[src/rtl/timing_decoder_pkg.sv]
// Shared types and parameter checks for the timing_decoder step sequencer.
package timing_decoder_pkg;

  // Per-cycle command, listed from highest to lowest priority.
  typedef enum logic [2:0] {
    CMD_RST,
    CMD_CLR,
    CMD_LD,
    CMD_ADV,
    CMD_HOLD
  } cmd_e;

  function automatic bit params_legal(input int w, input int depth, input int wrap);
    return (w >= 1) && (w <= 16) && (depth >= 2) && (depth <= (1 << w)) &&
           ((wrap == 0) || (wrap == 1));
  endfunction

endpackage

[src/rtl/timing_decoder_onehot_decoder.sv]
// Binary index to one-hot conversion; output is all-zero when en is low.
module onehot_decoder #(
  parameter int W = 3
) (
  input  logic [W-1:0]      idx,
  input  logic              en,
  output logic [(1<<W)-1:0] o
);

  always_comb begin
    o = '0;
    if (en) o[idx] = 1'b1;
  end

endmodule

[src/rtl/timing_decoder.sv]
// Step sequencer with registered step index, one-hot timing strobes,
// terminal-count pulse (cyclic mode) and completion level (one-shot mode).
module timing_decoder
  import timing_decoder_pkg::*;
#(
  parameter int W     = 3,
  parameter int DEPTH = 8,
  parameter int WRAP  = 1
) (
  input  logic              clk,
  input  logic              rst,
  input  logic              en_n,
  input  logic              clr,
  input  logic              ld,
  input  logic [W-1:0]      ld_idx,
  output logic [W-1:0]      step,
  output logic [(1<<W)-1:0] t,
  output logic              tc,
  output logic              done,
  output logic              ld_err
);

  generate
    if (!params_legal(W, DEPTH, WRAP)) begin : g_bad_params
      $error("timing_decoder: illegal parameters W=%0d DEPTH=%0d WRAP=%0d", W, DEPTH, WRAP);
    end
  endgenerate

  localparam logic [W-1:0] LAST   = W'(DEPTH - 1);
  localparam logic [W:0]   DEPTHX = (W+1)'(DEPTH);
  localparam logic [(1<<W)-1:0] T_RST = {{((1<<W)-1){1'b0}}, 1'b1};

  logic [W-1:0]      r_step;
  logic [(1<<W)-1:0] r_t;
  logic              r_tc;
  logic              r_done;
  logic              r_ld_err;

  cmd_e              w_cmd;
  logic              w_ld_ok;
  logic              w_at_last;
  logic [W-1:0]      w_step_nxt;
  logic [(1<<W)-1:0] w_t_nxt;

  // Compare in W+1 bits so DEPTH == 2**W does not overflow.
  assign w_ld_ok   = ({1'b0, ld_idx} < DEPTHX);
  assign w_at_last = (r_step == LAST);

  always_comb begin
    w_cmd = CMD_HOLD;
    if (rst)        w_cmd = CMD_RST;
    else if (clr)   w_cmd = CMD_CLR;
    else if (ld)    w_cmd = CMD_LD;
    else if (!en_n) w_cmd = CMD_ADV;
  end

  always_comb begin
    w_step_nxt = r_step;
    case (w_cmd)
      CMD_RST, CMD_CLR: w_step_nxt = '0;
      CMD_LD:           if (w_ld_ok) w_step_nxt = ld_idx;
      CMD_ADV: begin
        if (!w_at_last)     w_step_nxt = r_step + W'(1);
        else if (WRAP == 1) w_step_nxt = '0;
        else                w_step_nxt = LAST;
      end
      default:          w_step_nxt = r_step;
    endcase
  end

  onehot_decoder #(.W(W)) u_onehot (
    .idx (w_step_nxt),
    .en  (1'b1),
    .o   (w_t_nxt)
  );

  always_ff @(posedge clk) begin
    if (rst) begin
      r_step   <= '0;
      r_t      <= T_RST;
      r_tc     <= 1'b0;
      r_done   <= 1'b0;
      r_ld_err <= 1'b0;
    end else begin
      r_step   <= w_step_nxt;
      r_t      <= w_t_nxt;
      // tc marks only a wrap caused by advancing, never a clr/ld to 0.
      r_tc     <= (WRAP == 1) && (w_cmd == CMD_ADV) && w_at_last;
      r_done   <= (WRAP == 0) && (w_step_nxt == LAST);
      r_ld_err <= (w_cmd == CMD_LD) && !w_ld_ok;
    end
  end

  assign step   = r_step;
  assign t      = r_t;
  assign tc     = r_tc;
  assign done   = r_done;
  assign ld_err = r_ld_err;

endmodule

[config.mk]
export PLATFORM = sky130hd
export DESIGN_NAME = timing_decoder
export DESIGN_NICKNAME = d
export VERILOG_FILES = /design/src/rtl/timing_decoder_pkg.sv /design/src/rtl/timing_decoder_onehot_decoder.sv /design/src/rtl/timing_decoder.sv
export SDC_FILE = /design/constraint.sdc
export NUM_CORES = 1
export LEC_CHECK = 0
export ABC_CLOCK_PERIOD_IN_PS = 2200
export CAP_MARGIN = 20
export CORE_AREA = 2 2 39 41
export CTS_CLUSTER_DIAMETER = 150
export DETAILED_ROUTE_END_ITERATION = 8
export DIE_AREA = 0 0 41 43
export DONT_BUFFER_PORTS = 1
export PLACE_DENSITY = 0.47
export SLEW_MARGIN = 20
export SYNTH_ARGS = -nofsm -noshare
export SYNTH_HDL_FRONTEND = slang
export SYNTH_SLANG_ARGS = --single-unit
[constraint.sdc]
create_clock -name clk -period 2.2 [get_ports clk]
set_input_delay 0.44 -clock clk [delete_from_list [all_inputs] [get_ports clk]]
set_output_delay 0.44 -clock clk [all_outputs]
set_load 0.01 [all_outputs]
# Word-level counts from Yosys, hierarchy flattened
# Cells that the tools add are included.
# W data, S select, Z words.
# op_classes
n_addsub	1
order_cmp	2
n_eq_ne	4
mux	8
n_reduce_logical	4
# ops
cell	n
$mux W3	5
$pmux W3 S3	1
$eq A3 B2 Y1 const B	2
$lt A3 B4 Y1 const B	1
$add A3 B1 Y3 const B	1
$demux W1 S3	1
$eq A3 B1 Y1 const B	1
$eq A3 B3 Y1 const B	1
$ge A3 B1 Y1 const B	1
$logic_not A3 Y1	1
$logic_and A1 B1 Y1	2
$reduce_or A2 Y1	1
$mux W1	1
# totals
reg_bits	12
output_inout_bits	14

# Logic depth before layout (Yosys ltp)
# Gate-level depths: netlist of the first run.
# logic_depth
ltp_word	11
ltp_mapped	6
ltp_nobuf	6

# Hierarchy
# Synthesis of the first run repeated with hierarchy kept, for this count alone.
# unflattened
hier_cells	53
hier_area_um2	566.8
# modules_own_cells
module	instances	cells_each	area_per_inst_um2
timing_decoder	1	45	470.5
onehot_decoder	1	8	96.3

# Worst setup path after synthesis of the first run
# OpenSTA, ideal clock, no wires.
# synth_timing
path_kind	register to register
start	register r_step[0], in the netlist step[0]
end	register r_t[3], in the netlist t[3]
t_arrival_ns	1.700
path_slack_ns	0.423
stages_incl_launch_ff	6
path_buffers	0
cell_sequence	dfxtp_1 > ha_1 > ha_1 > or3_1 > a2111o_1 > nor3_1
# synth_between
elab_chain_len	7
word_cells_on_any_way	9
classes_between	add/sub: 1; order compare: 2; eq/ne: 1; mux: 4; reduce/logical: 1
# synth_lines
item	line_no	text
start, declared	timing_decoder.sv:33	logic [W-1:0] r_step;
start signal, assigned	timing_decoder.sv:85	r_step <= w_step_nxt;
$add A3 B1 Y3 or $eq A3 B3 Y1 (tied branches)	timing_decoder.sv:63, timing_decoder.sv:47	
$mux W3	timing_decoder.sv:63	if (!w_at_last) w_step_nxt = r_step + W'(1);
$pmux W3 S3 *	timing_decoder.sv:59	case (w_cmd)
$lt A3 B4 Y1 (implied by the code) or $ge A3 B1 Y1 (tied branches)	timing_decoder_onehot_decoder.sv:12	if (en) o[idx] = 1'b1;
$logic_and A1 B1 Y1 (implied by the code)	timing_decoder_onehot_decoder.sv:12	
$mux W1 (implied by the code)	timing_decoder_onehot_decoder.sv:12	
$demux W1 S3 *	-	
end signal, assigned	timing_decoder.sv:86	r_t <= w_t_nxt;
end, declared	timing_decoder.sv:34	logic [(1<<W)-1:0] r_t;
# Every way passes the cells marked *; elsewhere a longest branch is shown, timed or not.
# A chain may end at the register's enable or synchronous reset.

# Worst setup path after layout of the first run
# layout_timing
start	register r_step[0], in the netlist step[0]
end	register r_t[5], in the netlist t[5]
# The elaborated chain is that of the path after synthesis.

==> qor.txt, run 1 <==
Antenna-violating nets left: 0
Yosys reg bits: 12
Die area: 0.00176 sq mm
Worst slack, placed: 248 ps
Largest area contributor in the netlist: dfxtp_1
Max-cap violation count: 0
Core footprint: 0.00138 sq mm
RSZ-0062 raised after global routing: false
Distinct cells, synth: 17
DRC viols: 0
DIE HEIGHT: 43 um
Status: finished, final reports clean
Final hold slack: 247 ps
Placed cells: 57
Period utilization: 89.5%
Die X: 41 um
PortBufs: 0
Max Slew Vio Count: 0
Yosys top cell area share: 53.2%
Synth Flop Type: dfxtp_1
Syn Std Cell Area: 452 sq um
Seq/Total Area, Yosys: 53.2%
Met1 usage: 14.8%
Post-synth EDFFs: 0
Leakage Power: 0.215 nW
Multi-input combinational cell area: 189 sq um
Worst Path Required: 2380 ps
Worst Setup Start Kind: register
# setup viols final: 0
Post-CTS Setup Bufs: 0
Initial DRC Count: 4
FMAX: 508 MHz
Worst hold path type: input port to register
Fillers: 150
Peak VDD IR: 0.000304 V
Hold_buf cts: 0
Worst Path Class, Setup: register to register
Asr flop ratio synth: 0%
Initial Util: 32.6%
Most frequent cells after synthesis: dfxtp_1, nor3_1, inv_1, nor4_1
Root Driver: clkbuf_4
Routed vias: 311
Initial antenna violation count: 0
Minimum clock period: 1970 ps
Final instance area: 483 sq um
Pwr dens: 805 mW/mm^2
Worst EP arrival: 2150 ps
Vias in the first global route: 278
Final cell count without fillers: 60
Hpwl dp: 675 um
DRT Wirelength: 883 um
Worst-path clk slew: 70 ps
Met3 Use GR: 6.28%
Routed vias/inst: 5.18
CTS buffer count: 3
GR Layer Usage met2: 15.0%
Post-Syn Area per Cell: 10.8 sq um
Area growth syn-to-layout: 6.93%
Congestion Overflow GR: 0
First-pass GRT wire length: 1310 um
Share of cells above drive strength 1: 18.2%
Row count: 14
CP Capture Type: register
Max clock buf depth: 2
Worst skew pair latency: 260 ps
CP max FO: 5
Worst clock skew: 3.80 ps
N_diodes: 0
Syn Inst Count: 42
H-tree Lvls: 1
Placed standard-cell area: 460 sq um
Clock sink count: 12
Drt first pass iters: 4
Worst setup margin: 231 ps
Ranking of synthesized cells by area: dfxtp_1, ha_1, nor3_1
Largest net degree at the start of global routing: 8
Gr usage total: 11.8%
CTS tree: yes
Syn. warnings: 0
Fin. Hold Viols: 0
Avg WL per Cell: 14.7 um
Register area: 240 sq um
Top-count cell post-synth: dfxtp_1
Global placement routability congestion: 0.591
I/O pin count: 22
Post-CTS Resized: 0
Setup tns final: 0 ps
Final #Nets: 56
GR peak layer: met2
sequential cells by signal, indices dropped and copies added, names as in the netlist:
| register | flops |
|---|---|
| t | 8 |
| tc | 1 |
| step | 3 |
final cells by class:
class                      instances  area share [%]
multi-input combinational         26            39.1
sequential                        12            49.7
inverter                           3            2.33
tap                               16            4.15
clock buffer                       3            4.66
final timing paths:
path / from / endpoint / slack, ps / depth (start not counted)
max: step[0] / t[5] / 230 / 5
max reg2reg: step[0] / t[5] / 230 / 5
min: rst / t[6] / 250 / 1
min reg2reg: step[2] / tc / 750 / 2
cell usage in the layout, fill, tap and decap left out, types with 2 or more instances in the layout:
cell,netlist,layout
nor4_1,3,3
ha_1,2,2
clkbuf_4,0,3
nor2_1,2,2
dfxtp_1,12,12
mux2_2,2,2
o211ai_2,2,2
conb_1,1,2
inv_1,3,3
nor3_1,5,5
nand2b_1,2,2
cell families (layout without fill, tap and decap cells):
family                   Yosys count  after routing  share of synthesized area (%)
adder cells (fa/ha/maj)            2              2                           5.54
AND/OR/NAND/NOR                   15             15                           18.8
other                              1              2                          0.830
buffers and inverters              5              6                           5.82
multiplexers                       2              2                           4.99
AO/OA/AOI/OAI                      5              5                           10.8
flip-flops                        12             12                           53.2
per-stage QoR:
step	power (mW)	util, %
after detailed placement	0.264	33.3
after CTS	0.392	34.9
final	0.389	34.9
after floorplan	0.261	-
after global placement	0.263	33.3
after global routing	0.404	34.9
power by group:
group	internal (mW)	switching (mW)	total, mW
Clock	0.0632	0.0665	0.130
Combinational	0.0110	0.0156	0.0267
Sequential	0.224	0.00788	0.232
Total	0.298	0.0901	0.389
metal layers:
layer	routed length [um]	up-vias
li1	-	151
met4	18	0
met2	379	17
met1	400	139
met5	0	-
met3	85	4
critical path: stages, from the launching register on:
cell      delay [ps]
dfxtp_1          370
ha_1             220
ha_1             180
or3_1            370
a2111o_1         490
nor3_1           250
Note: power is estimated with default switching activity, not from simulation.
==> run 2, diff against run 1 <==
CORE_AREA = default   (was 2 2 39 41)
CORE_MARGIN = 2   (was default)
CORE_UTILIZATION = 31   (was default)
DIE_AREA = default   (was 0 0 41 43)
PLACE_DENSITY = 0.44   (was 0.47)
==> run 2 against run 1 <==
Compared with the run above: power rose by 9.8%; via count fell by 0.96%; cell count did not move; global-route usage fell by 1.6 points; maximum frequency rose by 3.1%; clock skew rose by 3.0 ps; clock power rose by 29%; critical endpoint is now t[7]; sequential share of layout area fell by 1.3 points.
==> qor.txt, run 2 (synthesis gave the netlist of run 1 again) <==
Share of cells above drive strength 1: 20.0%
Sequential Power Share: 54.4%
WHS Path Cells: 1
PortBufs: 0
Logic gate share of total power: 6.2%
Leakage Power: 0.222 nW
Status: finished, final reports clean
Area growth syn-to-layout: 9.70%
Pwr dens: 861 mW/mm^2
Row count: 13
Die area: 0.00178 sq mm
Post-CTS Setup Bufs: 0
CP cell instances: ha_1 -> ha_1 -> or3_1 -> a2111o_1 -> nor3_1
Most common cell after layout, fill and taps aside: dfxtp_1
Core footprint: 0.00133 sq mm
First-pass GRT wire length: 1350 um
Worst-path clk slew: 80 ps
CTS tree: yes
Worst Path Class, Setup: register to register
Period utilization: 86.8%
Routed vias: 308
Peak VDD IR: 0.000406 V
Hold_buf cts: 0
Most frequent cells in the layout: dfxtp_1, nor3_1, inv_1, nor4_1, clkbuf_4
Max clock buf depth: 2
DIE HEIGHT: 42.2 um
CTS buffer count: 3
Fillers: 141
Minimum clock period: 1910 ps
Initial Util: 33.9%
N_diodes: 0
I/O pin count: 22
Register area: 240 sq um
Gr usage total: 10.3%
Crit path max-delay cell type: a2111o_1
Worst Path Required: 2390 ps
Initial DRC Count: 6
R2R cell count: 5
Largest net degree at the start of global routing: 8
Final cell count without fillers: 60
Global placement routability congestion: 0.737
Worst Setup Start Kind: register
CP max FO: 5
Worst EP arrival: 2100 ps
CP Capture Type: register
Post-CTS Resized: 0
DRT Wirelength: 822 um
Placed standard-cell area: 459 sq um
Final instance area: 495 sq um
Fin. Hold Viols: 0
Worst clock skew: 6.79 ps
Sw Ratio: 21.3%
Antenna-violating nets left: 0
Max FFs per register: 8
FMAX: 524 MHz
Setup tns final: 0 ps
Root Driver: clkbuf_4
Max Slew Vio Count: 0
Worst hold path type: input port to register
Largest stage delay, worst path: 490 ps
DRC viols: 0
Placed cells: 56
Avg WL per Cell: 13.7 um
Congestion Overflow GR: 0
Hpwl dp: 637 um
Drt first pass iters: 2
RSZ-0062 raised after global routing: false
Initial antenna violation count: 0
Crit-path most repeated cell: ha_1
Worst skew pair latency: 260 ps
Die X: 42.2 um
# setup viols final: 0
Multi-input combinational cell area: 189 sq um
P_sw: 91.1 uW
Routed vias/inst: 5.13
Clock sink count: 12
Max-cap violation count: 0
H-tree Lvls: 1
Final hold slack: 253 ps
Clock power share: 39.5%
Pint: 336 uW
Vias in the first global route: 287
Final #Nets: 56
==> run 2: path summary, 6_finish.rpt <==
path         startpoint  endpoint  slack [ps]
max reg2reg     step[0]      t[7]         290
min                 rst      t[6]         250
min reg2reg     step[2]        tc         760
max             step[0]      t[7]         290
==> run 2: through the flow <==
stage               util [%]  power (mW)  setup slack [ps]
floorplan                  -       0.261               423
global placement        34.4       0.263               305
global route            37.1       0.448               167
detailed placement      34.4       0.263               296
CTS                     37.1       0.435               271
finish                  37.1       0.427               291
==> run 2: area by class of cell <==
type | instances | area share [%]
well taps | 15 | 3.79
inverters | 3 | 2.27
clock buffers | 4 | 7.32
multi-input cells | 26 | 38.1
flip-flops and latches | 12 | 48.5
==> run 2: critical path: cells and delay by family, from the launching register on <==
family,cells,cell delay (ps)
compound gates,1,490
flops,1,370
simple gates,2,570
fa+ha+maj,2,400
==> run 2: power by group through the flow <==
stage               combinational [mW]  sequential, mW  clock (mW)
floorplan                       0.0249           0.236           0
global placement                0.0257           0.237           0
detailed placement              0.0261           0.237           0
CTS                             0.0265           0.232       0.176
global route                    0.0297           0.233       0.186
finish                          0.0263           0.232       0.168
==> run 2: metal layers <==
metal	vias to the layer above	wire length, um	global-route usage, %
met5	-	0	0
li1	153	-	-
met4	0	0	5.63
met1	141	409	13.3
met3	0	79	4.74
met2	14	333	13.8
